### config.mk
export PLATFORM = sky130hd
export DESIGN_NAME = pc_fetch_unit
export DESIGN_NICKNAME = d
export VERILOG_FILES = /design/src/rtl/pc_fetch_unit.sv
export SDC_FILE = /design/constraint.sdc
export NUM_CORES = 1
export LEC_CHECK = 0
export ABC_AREA = 0
export BUFFER_PORTS_ARGS = -buffer_cell sky130_fd_sc_hd__buf_4
export CAP_MARGIN = 40
export CELL_PAD_IN_SITES_DETAIL_PLACEMENT = 0
export CELL_PAD_IN_SITES_GLOBAL_PLACEMENT = 1
export CORE_ASPECT_RATIO = 1.25
export CORE_UTILIZATION = 40
export DETAILED_ROUTE_END_ITERATION = 7
export MAX_ROUTING_LAYER = met4
export PLACE_DENSITY = 0.95
export REMOVE_ABC_BUFFERS = 1
export SLEW_MARGIN = 20
export SYNTH_ARGS = -nofsm -noshare
export SYNTH_HDL_FRONTEND = slang
export SYNTH_SLANG_ARGS = --single-unit
### constraint.sdc
create_clock -name i_clk -period 3.7 [get_ports i_clk]
set_input_delay 0.555 -clock i_clk [delete_from_list [all_inputs] [get_ports i_clk]]
set_output_delay 0.555 -clock i_clk [all_outputs]
set_load 0.02 [all_outputs]
### src/rtl/pc_fetch_unit.sv
// Program-counter fetch unit: boot delay, redirect/predict/sequential PC
// selection, stall handling with a single latest-wins pending redirect, halt.
module pc_fetch_unit #(
  parameter int              XLEN      = 32,
  parameter logic [XLEN-1:0] RESET_VEC = '0,
  parameter int              BOOT_WAIT = 2,
  parameter int              ALIGN     = 2
) (
  input  logic            i_clk,
  input  logic            i_rst_n,
  input  logic            i_pc_enable,
  input  logic            i_redirect,
  input  logic [XLEN-1:0] i_redirect_pc,
  input  logic            i_predict_taken,
  input  logic [XLEN-1:0] i_predict_pc,
  input  logic            i_halt,
  output logic [XLEN-1:0] o_pc,
  output logic [XLEN-1:0] o_pc_plus4,
  output logic            o_valid,
  output logic            o_redirect_pending
);

  typedef enum logic [1:0] {
    ST_BOOT = 2'd0,
    ST_RUN  = 2'd1,
    ST_HALT = 2'd2
  } state_t;

  // Last BOOT cycle index; the transition to RUN happens on that edge.
  localparam logic [3:0] BOOT_LAST = 4'(BOOT_WAIT - 1);

  // Mask that clears the low ALIGN bits of any loaded target.
  logic [XLEN-1:0] align_mask;
  for (genvar gi = 0; gi < XLEN; gi++) begin : g_align_mask
    assign align_mask[gi] = (gi >= ALIGN);
  end

  state_t          state_reg, state_next;
  logic [3:0]      cnt_reg, cnt_next;
  logic [XLEN-1:0] pc_reg, pc_next;
  logic            valid_reg, valid_next;
  logic            pend_reg, pend_next;
  logic [XLEN-1:0] pend_pc_reg, pend_pc_next;

  // Next-state and next-PC selection; halt beats predict, redirect/pending beat halt.
  always_comb begin
    state_next   = state_reg;
    cnt_next     = cnt_reg;
    pc_next      = pc_reg;
    pend_next    = pend_reg;
    pend_pc_next = pend_pc_reg;
    case (state_reg)
      ST_BOOT: begin
        if (i_redirect) begin
          pend_next    = 1'b1;
          pend_pc_next = i_redirect_pc;
        end
        if (cnt_reg == BOOT_LAST) begin
          state_next = ST_RUN;
          cnt_next   = 4'd0;
        end else begin
          cnt_next = cnt_reg + 4'd1;
        end
      end
      ST_RUN: begin
        if (i_pc_enable) begin
          if (i_redirect) begin
            pc_next   = i_redirect_pc & align_mask;
            pend_next = 1'b0;
          end else if (pend_reg) begin
            pc_next   = pend_pc_reg & align_mask;
            pend_next = 1'b0;
          end else if (i_halt) begin
            state_next = ST_HALT;
          end else if (i_predict_taken) begin
            pc_next = i_predict_pc & align_mask;
          end else begin
            pc_next = pc_reg + XLEN'(4);
          end
        end else if (i_redirect) begin
          // Stalled: remember only the most recent correction.
          pend_next    = 1'b1;
          pend_pc_next = i_redirect_pc;
        end
      end
      ST_HALT: begin
        if (i_redirect) begin
          pc_next    = i_redirect_pc & align_mask;
          pend_next  = 1'b0;
          state_next = ST_RUN;
        end
      end
      default: begin
        state_next = ST_BOOT;
        cnt_next   = 4'd0;
      end
    endcase
    valid_next = (state_next == ST_RUN);
  end

  // State register with synchronous active-low reset; pending target is discarded on reset.
  always_ff @(posedge i_clk) begin
    if (!i_rst_n) begin
      state_reg   <= ST_BOOT;
      cnt_reg     <= 4'd0;
      pc_reg      <= RESET_VEC;
      valid_reg   <= 1'b0;
      pend_reg    <= 1'b0;
      pend_pc_reg <= '0;
    end else begin
      state_reg   <= state_next;
      cnt_reg     <= cnt_next;
      pc_reg      <= pc_next;
      valid_reg   <= valid_next;
      pend_reg    <= pend_next;
      pend_pc_reg <= pend_pc_next;
    end
  end

  assign o_pc               = pc_reg;
  assign o_pc_plus4         = pc_reg + XLEN'(4);
  assign o_valid            = valid_reg;
  assign o_redirect_pending = pend_reg;

endmodule
======== After elaboration in Yosys (flattened, before gate mapping) ========
Index checks and enable logic that the tools add are counted.
word-level totals
  bits in registers ....................... 72
  input bits .............................. 70
  output and inout port bits .............. 66
cells by class
  add/subtract/negate cells ............... 2
  eq/ne operators ......................... 8
  multiplexer cells ....................... 23
  reductions and logical operators ........ 8
operators by type and width
  cell                     number
  $mux W32                 8
  $pmux W32 S2             2
  $add A32 B3 Y32 const B  1
  $mux W2                  6
  $pmux W4 S2              1
  $ne A2 B2 Y1 const B     3
  $pmux W2 S3              1
  $add A4 B1 Y4 const B    1
  $eq A2 B1 Y1 const B     2
  $eq A4 B1 Y1 const B     1
  $mux W4                  1
  $ne A4 B4 Y1 const B     1
  $reduce_and A2 Y1        2
  $reduce_and A4 Y1        1
  $reduce_bool A2 Y1       2
  $mux W1                  3
  $pmux W1 S3              1
  $reduce_bool A3 Y1       1
  $eq A2 B2 Y1 const B     1
  $logic_not A2 Y1         1
  $reduce_or A2 Y1         1

======== Logic depth before layout (Yosys ltp) ========
Gate-level depths: netlist (run 1).
  depth in word-level cells ............... 7
  mapped depth ............................ 10
  depth with buffers taken out ............ 7

======== Worst setup path after synthesis (run 1) ========
OpenSTA, ideal clock, no wires.
  path kind ............................... register to output
  from .................................... reg pc_reg[2] (netlist: o_pc[2])
  to ...................................... out o_pc_plus4[26]
  arrival time ............................ 1.944 ns
  required time ........................... 3.145 ns
  path slack .............................. 1.201 ns
  cell stages (with the launch flop) ...... 7
  buffers on the path ..................... 1
  cells stage by stage .................... dfxtp_1 > ha_1 > and3_1 > clkbuf_1 > nand4_1 > nor3_2 > xor2_1
on the way
  longest elaborated chain between the ends .. 1
ends and longest elaborated chain
  what                    line  RTL
  from (decl)             40    logic [XLEN-1:0] pc_reg, pc_next;
  from (signal assigned)  113   pc_reg <= pc_next;
  $add A32 B3 Y32         121   assign o_pc_plus4 = pc_reg + XLEN'(4);
  to (decl)               18    output logic [XLEN-1:0] o_pc_plus4,
Every way passes these cells.

======== Worst setup path after layout (run 1) ========
Same ends and word-level chain as after synthesis.

==> metrics.txt, run 1 <==
cell with the most instances after synthesis=nand2_1; Finished Layout Cells=812; Unique masters post-synth=70; worst path cell trace=ha_1 > and3_1 > nand4_1 > nor3_2 > xor2_1 > buf_4; die height=119 microns; Setup Viol. Count Final=0; CTS tree=built; Fin. Hold Viols=0; Synth Warn #=0; synthesis-to-finish area growth=29.6%; critical path class=reg2out; DR iter-0 viols=393; max_cap viols=0; f_max=336 MHz; GRT overflow=0; clock-pin transition on the worst setup and hold timing paths=0.06 ns; clk_skew=0.00592 ns; final worst path period share=80.5%; Synth Instances=571; outcome=completed; clk sinks=68; Mapped Avg Cell Area=7.66 sq um; first-pass GRT wire length=22800 microns; Hold Path Sink=pend_pc_reg[19]$_SDFFE_PN0P_; Lkg Pwr=0.00235 uW; ANT cells=0; Reg2Reg Launch Point=state_reg[0]$_SDFF_PN0_; cell area after synthesis=4370 sq um; crit path time final=2.98 ns; Startpoint Class=flop; DRC=0; Worst R2R Path Depth=7; Final Cell Area=5670 sq um; nets=753; async set or reset register ratio after synthesis=0%; DRT antenna net count=0; crit path max fanout=8; P_sw=1310 uW; Hold Path Origin=pend_pc_reg[19]$_SDFFE_PN0P_; Post-synth top flop=dfxtp_1; first drt pass iteration count=6; Hold Crit Depth=2; share of layout cells above drive strength 1=24.7%; Peak VDD IR=0.279 mV; Reg power frac=32.7%; gp weighted congestion=0.837; Hold Crit Class=reg2reg; R2R Path End=o_pc[28]$_SDFFE_PN0P_; post-detailed-route wirelength per cell=17.9 microns; switching share of power=39.9%; Clock power frac=26.5%; Post-DP Area=5350 sq um; die span in x=95.5 microns; RSZ-0062 raised after global routing=no; synth cell count leaders=nand2_1 (116), dfxtp_1 (68), a21oi_1 (42); CTS resizes=0; relative slew slack=48.4%; Worst-Skew Late Latency=0.34 ns; cell taking the most area after synthesis=dfxtp_1; Port Buffers=127; final worst-path setup slack=0.722 ns; io pins=136; hold_buf cts=0; Routed WL=14500 microns; P per Cell Area=578 nW/um^2; Post-synth EDFFs=0; WP data arrival=2.42 ns; Internal=1970 uW; Starting Density=41.2%; htree depth=3; R2R setup slack=1.29 ns; std cell rows=42; CP max-delay cell=dfxtp_1; clock root cell=clkbuf_16; vias in the first global route=4568; max incr delay on CP=0.48 ns; FF+latch count, synth=68; top post-synthesis cells by area=dfxtp_1 (31%), nand2_1 (10%), a21oi_1 (4.8%), xnor2_1 (4.2%), o21ai_0 (3.2%); Vias=4740; Yosys top cell area share=31.1%; Gate power share=40.8%; Via density=5.84; Core Region=10600 sq um; dpl ws=1.12 ns; Seq/Total Area, Yosys=31.1%; Slew @ Worst Pin=0.770 ns; CTS buffer count=9; nature of the critical path endpoint=output port; GRT Total Usage=26.8%; die area=11400 sq um; largest net degree at the start of global routing=48; CTS max path bufs=2; WP data required=3.14 ns; setup bufs post-CTS=0; initial antenna violation count=0; placed insts=795; max-slew violations=0; DP Wirelength=10200 microns
[layer usage]
metal | vias up | GRT usage, % | part of all wire (%)
met5 | - | - | 0
met4 | 0 | 10.8 | 3.2
met3 | 41 | 5.43 | 7.6
met2 | 209 | 44.6 | 50
met1 | 2241 | 31.1 | 40
li1 | 2249 | - | -
[worst max path at each step]
stage	from	to	slack, ns
2_1_floorplan	o_redirect_pending$_SDFFE_PN0P_	o_pc[18]$_SDFFE_PN0P_	-0.96
5_1_grt	o_pc[2]$_SDFFE_PN0P_	o_pc_plus4[26]	0.60
6_report	o_pc[2]$_SDFFE_PN0P_	o_pc_plus4[26]	0.72
4_1_cts	o_pc[2]$_SDFFE_PN0P_	o_pc_plus4[26]	0.75
3_5_place_dp	o_pc[2]$_SDFFE_PN0P_	o_pc_plus4[26]	1.12
3_3_place_gp	o_pc[2]$_SDFFE_PN0P_	o_pc_plus4[26]	1.17
[cell families after synthesis]
logic type,after synthesis,share of synthesized area [%]
muxes,12,2.75
other,1,0.0858
adders and majority gates,8,2.29
AOI/OAI and AO/OA,152,23.4
and+or+nand+nor,240,28.1
DFF,68,31.1
buffers and inverters,62,6.67
xor gates and xnor gates,28,5.61
[power by group through the flow]
stage          clock, uW  sequential [uW]  combinational, uW
6_report             868             1070               1340
3_5_place_dp           0             1080               1310
4_1_cts              871             1070               1320
5_1_grt              901             1090               1460
2_1_floorplan          0             1130                701
3_3_place_gp           0             1070               1280
[placed cells by master, fill, tap and decap left out, types with 7 or more instances in the layout]
cell,netlist,layout
ha_1,8,8
nand4_1,9,9
nand2_1,116,116
mux2i_1,12,12
xnor2_1,21,21
clkbuf_16,0,9
nor2_1,30,30
o21ai_0,28,28
nor3_1,8,8
inv_1,15,15
o211ai_1,10,10
a21oi_1,42,42
xor2_1,7,7
o221ai_1,11,11
nand3_1,22,22
a31oi_1,7,7
dfxtp_1,68,68
buf_4,7,135
[critical path, delay by kind of cell, from the launching register on]
family / cells / cell delay, ns
xor+xnor: 1 / 0.18
fa+ha+maj: 1 / 0.25
buf+inv: 1 / 0.16
simple gates: 3 / 1.01
flops: 1 / 0.48
[through the flow]
step,power [uW],TNS [ns],utilization [%],hold slack [ns]
6_report,3280,0,53.4,0.450
5_1_grt,3450,0,53.4,0.468
4_1_cts,3260,0,53.2,0.452
3_5_place_dp,2390,0,50.4,0.445
3_3_place_gp,2360,0,50.4,0.438
2_1_floorplan,1830,-18.92,-,0.433
[cell type report]
| type | count | area, sq um |
|---|---|---|
| tap | 132 | 165 |
| timing repair buffer | 136 | 1030 |
| multi-input combinational | 444 | 2750 |
| fill | 1018 | 4950 |
| inverter | 16 | 60.1 |
| sequential | 68 | 1360 |
| clock buffer | 16 | 302 |
No activity file was read; power rests on OpenSTA's default activity.
==> inputs of run 2 (changes only) <==
- CORE_UTILIZATION: 40 -> 37
- PLACE_DENSITY: 0.95 -> 0.93
- clock period: 3.7 -> 3 ns (I/O delays scaled with it)
==> metrics.txt, run 2 (synthesis gave the netlist of run 1 again) <==
DRT antenna net count=0; Peak VDD IR=0.315 mV; Hold Crit Class=in2reg; share of layout cells above drive strength 1=24.3%; placed insts=803; Via density=5.73; CP max-delay cell=dfxtp_1; htree depth=3; CTS resizes=0; RSZ-0062 raised after global routing=no; io pins=136; DR iter-0 viols=352; total power=3910 uW; ANT cells=0; R2R setup slack=0.68 ns; setup bufs post-CTS=0; most frequent cells in the layout=buf_4 (136), nand2_1 (116), dfxtp_1 (68); commonest non-fill, non-tap cell in the layout=buf_4; initial antenna violation count=0; Lkg Pwr=0.00233 uW; CTS max path bufs=2; std cell rows=44; clock root cell=clkbuf_16; DRC=0; P per Cell Area=693 nW/um^2; Fin. Hold Viols=0; Port Buffers=127; synthesis-to-finish area growth=29.1%; outcome=completed; CTS buffer count=9; Routed WL=14900 microns; nets=755; nature of the critical path endpoint=output port; die height=124 microns; Starting Density=37.8%; Startpoint Class=flop; largest net degree at the start of global routing=48; Vias=4682; hold_buf cts=0; first-pass GRT wire length=23400 microns; worst path cell trace=ha_1 > and3_1 > and4_1 > nand3_1 > xnor2_1 > buf_4; WP data arrival=2.31 ns; WP data required=2.55 ns; clk sinks=68; clk_skew=0.00657 ns; max-slew violations=0; die span in x=99.2 microns; GRT overflow=0; first drt pass iteration count=5; Worst-Skew Late Latency=0.33 ns; post-detailed-route wirelength per cell=18.2 microns; DP Wirelength=10800 microns; crit path max fanout=8; relative slew slack=51.8%; clock-pin transition on the worst setup and hold timing paths=0.06 ns; final worst path period share=91.9%; Setup Viol. Count Final=0; f_max=363 MHz; gp weighted congestion=0.884; GRT Total Usage=25.5%; vias in the first global route=4570; crit path time final=2.76 ns; die area=12300 sq um; Layout fillers=1142; CTS tree=built; Core Region=11600 sq um; max_cap viols=0; Slew @ Worst Pin=0.720 ns; critical path class=reg2out; max incr delay on CP=0.45 ns; Finished Layout Cells=817
-- run 2: routing by layer --
layer | part of all wire, % | wire (microns) | up-vias | GRT usage [%]
met5 | 0 | 0 | - | -
met4 | 2.7 | 407 | 0 | 11.6
met3 | 6.6 | 978 | 33 | 4.35
met2 | 49 | 7310 | 211 | 42.6
met1 | 41 | 6160 | 2188 | 30.0
li1 | - | - | 2250 | -
-- run 2: worst max-delay path, delay by kind of cell (launching register included) --
family                   cells  cell delay [ns]
AND/OR/NAND/NOR              3             0.70
flip-flops                   1             0.45
XOR/XNOR                     1             0.33
adder cells (fa/ha/maj)      1             0.26
buffers and inverters        1             0.21
-- run 2: path summary, 6_finish.rpt --
check | start | end | cells past startpoint
worst max register to register | state_reg[0]$_SDFF_PN0_ | o_pc[22]$_SDFFE_PN0P_ | 7
worst max-delay path | o_pc[2]$_SDFFE_PN0P_ | o_pc_plus4[18] | 6
worst min register to register | pend_pc_reg[11]$_SDFFE_PN0P_ | pend_pc_reg[11]$_SDFFE_PN0P_ | 2
worst min-delay path | i_redirect_pc[6] | pend_pc_reg[6]$_SDFFE_PN0P_ | 3
-- run 2: final cells by class --
type	count	area [sq um]	area share (%)
Multi-Input combinational cell	444	2750	48.7
Inverter	16	60.1	1.06
Tap cell	138	173	3.06
Timing Repair Buffer	138	1060	18.8
Sequential cell	68	1360	24.1
Clock buffer	13	240	4.26
-- run 2: through the flow --
stage	worst slack [ns]	hold slack (ns)	setup TNS, ns	utilization, %	area (sq um)
after floorplan	-1.66	0.433	-39.92	-	4150
after global placement	0.636	0.438	0	46.7	5400
after detailed placement	0.562	0.446	0	46.7	5400
after CTS	0.201	0.367	0	48.8	5640
after global routing	0.0545	0.378	0	48.8	5640
final	0.243	0.371	0	48.8	5640
-- run 2: power by group --
part	leakage [uW]	switching (uW)	internal (uW)	total, uW
Clock	0.000116	379	547	926
Combinational	0.00166	995	671	1670
Sequential	0.000556	226	1100	1320
Total	0.00233	1600	2310	3910
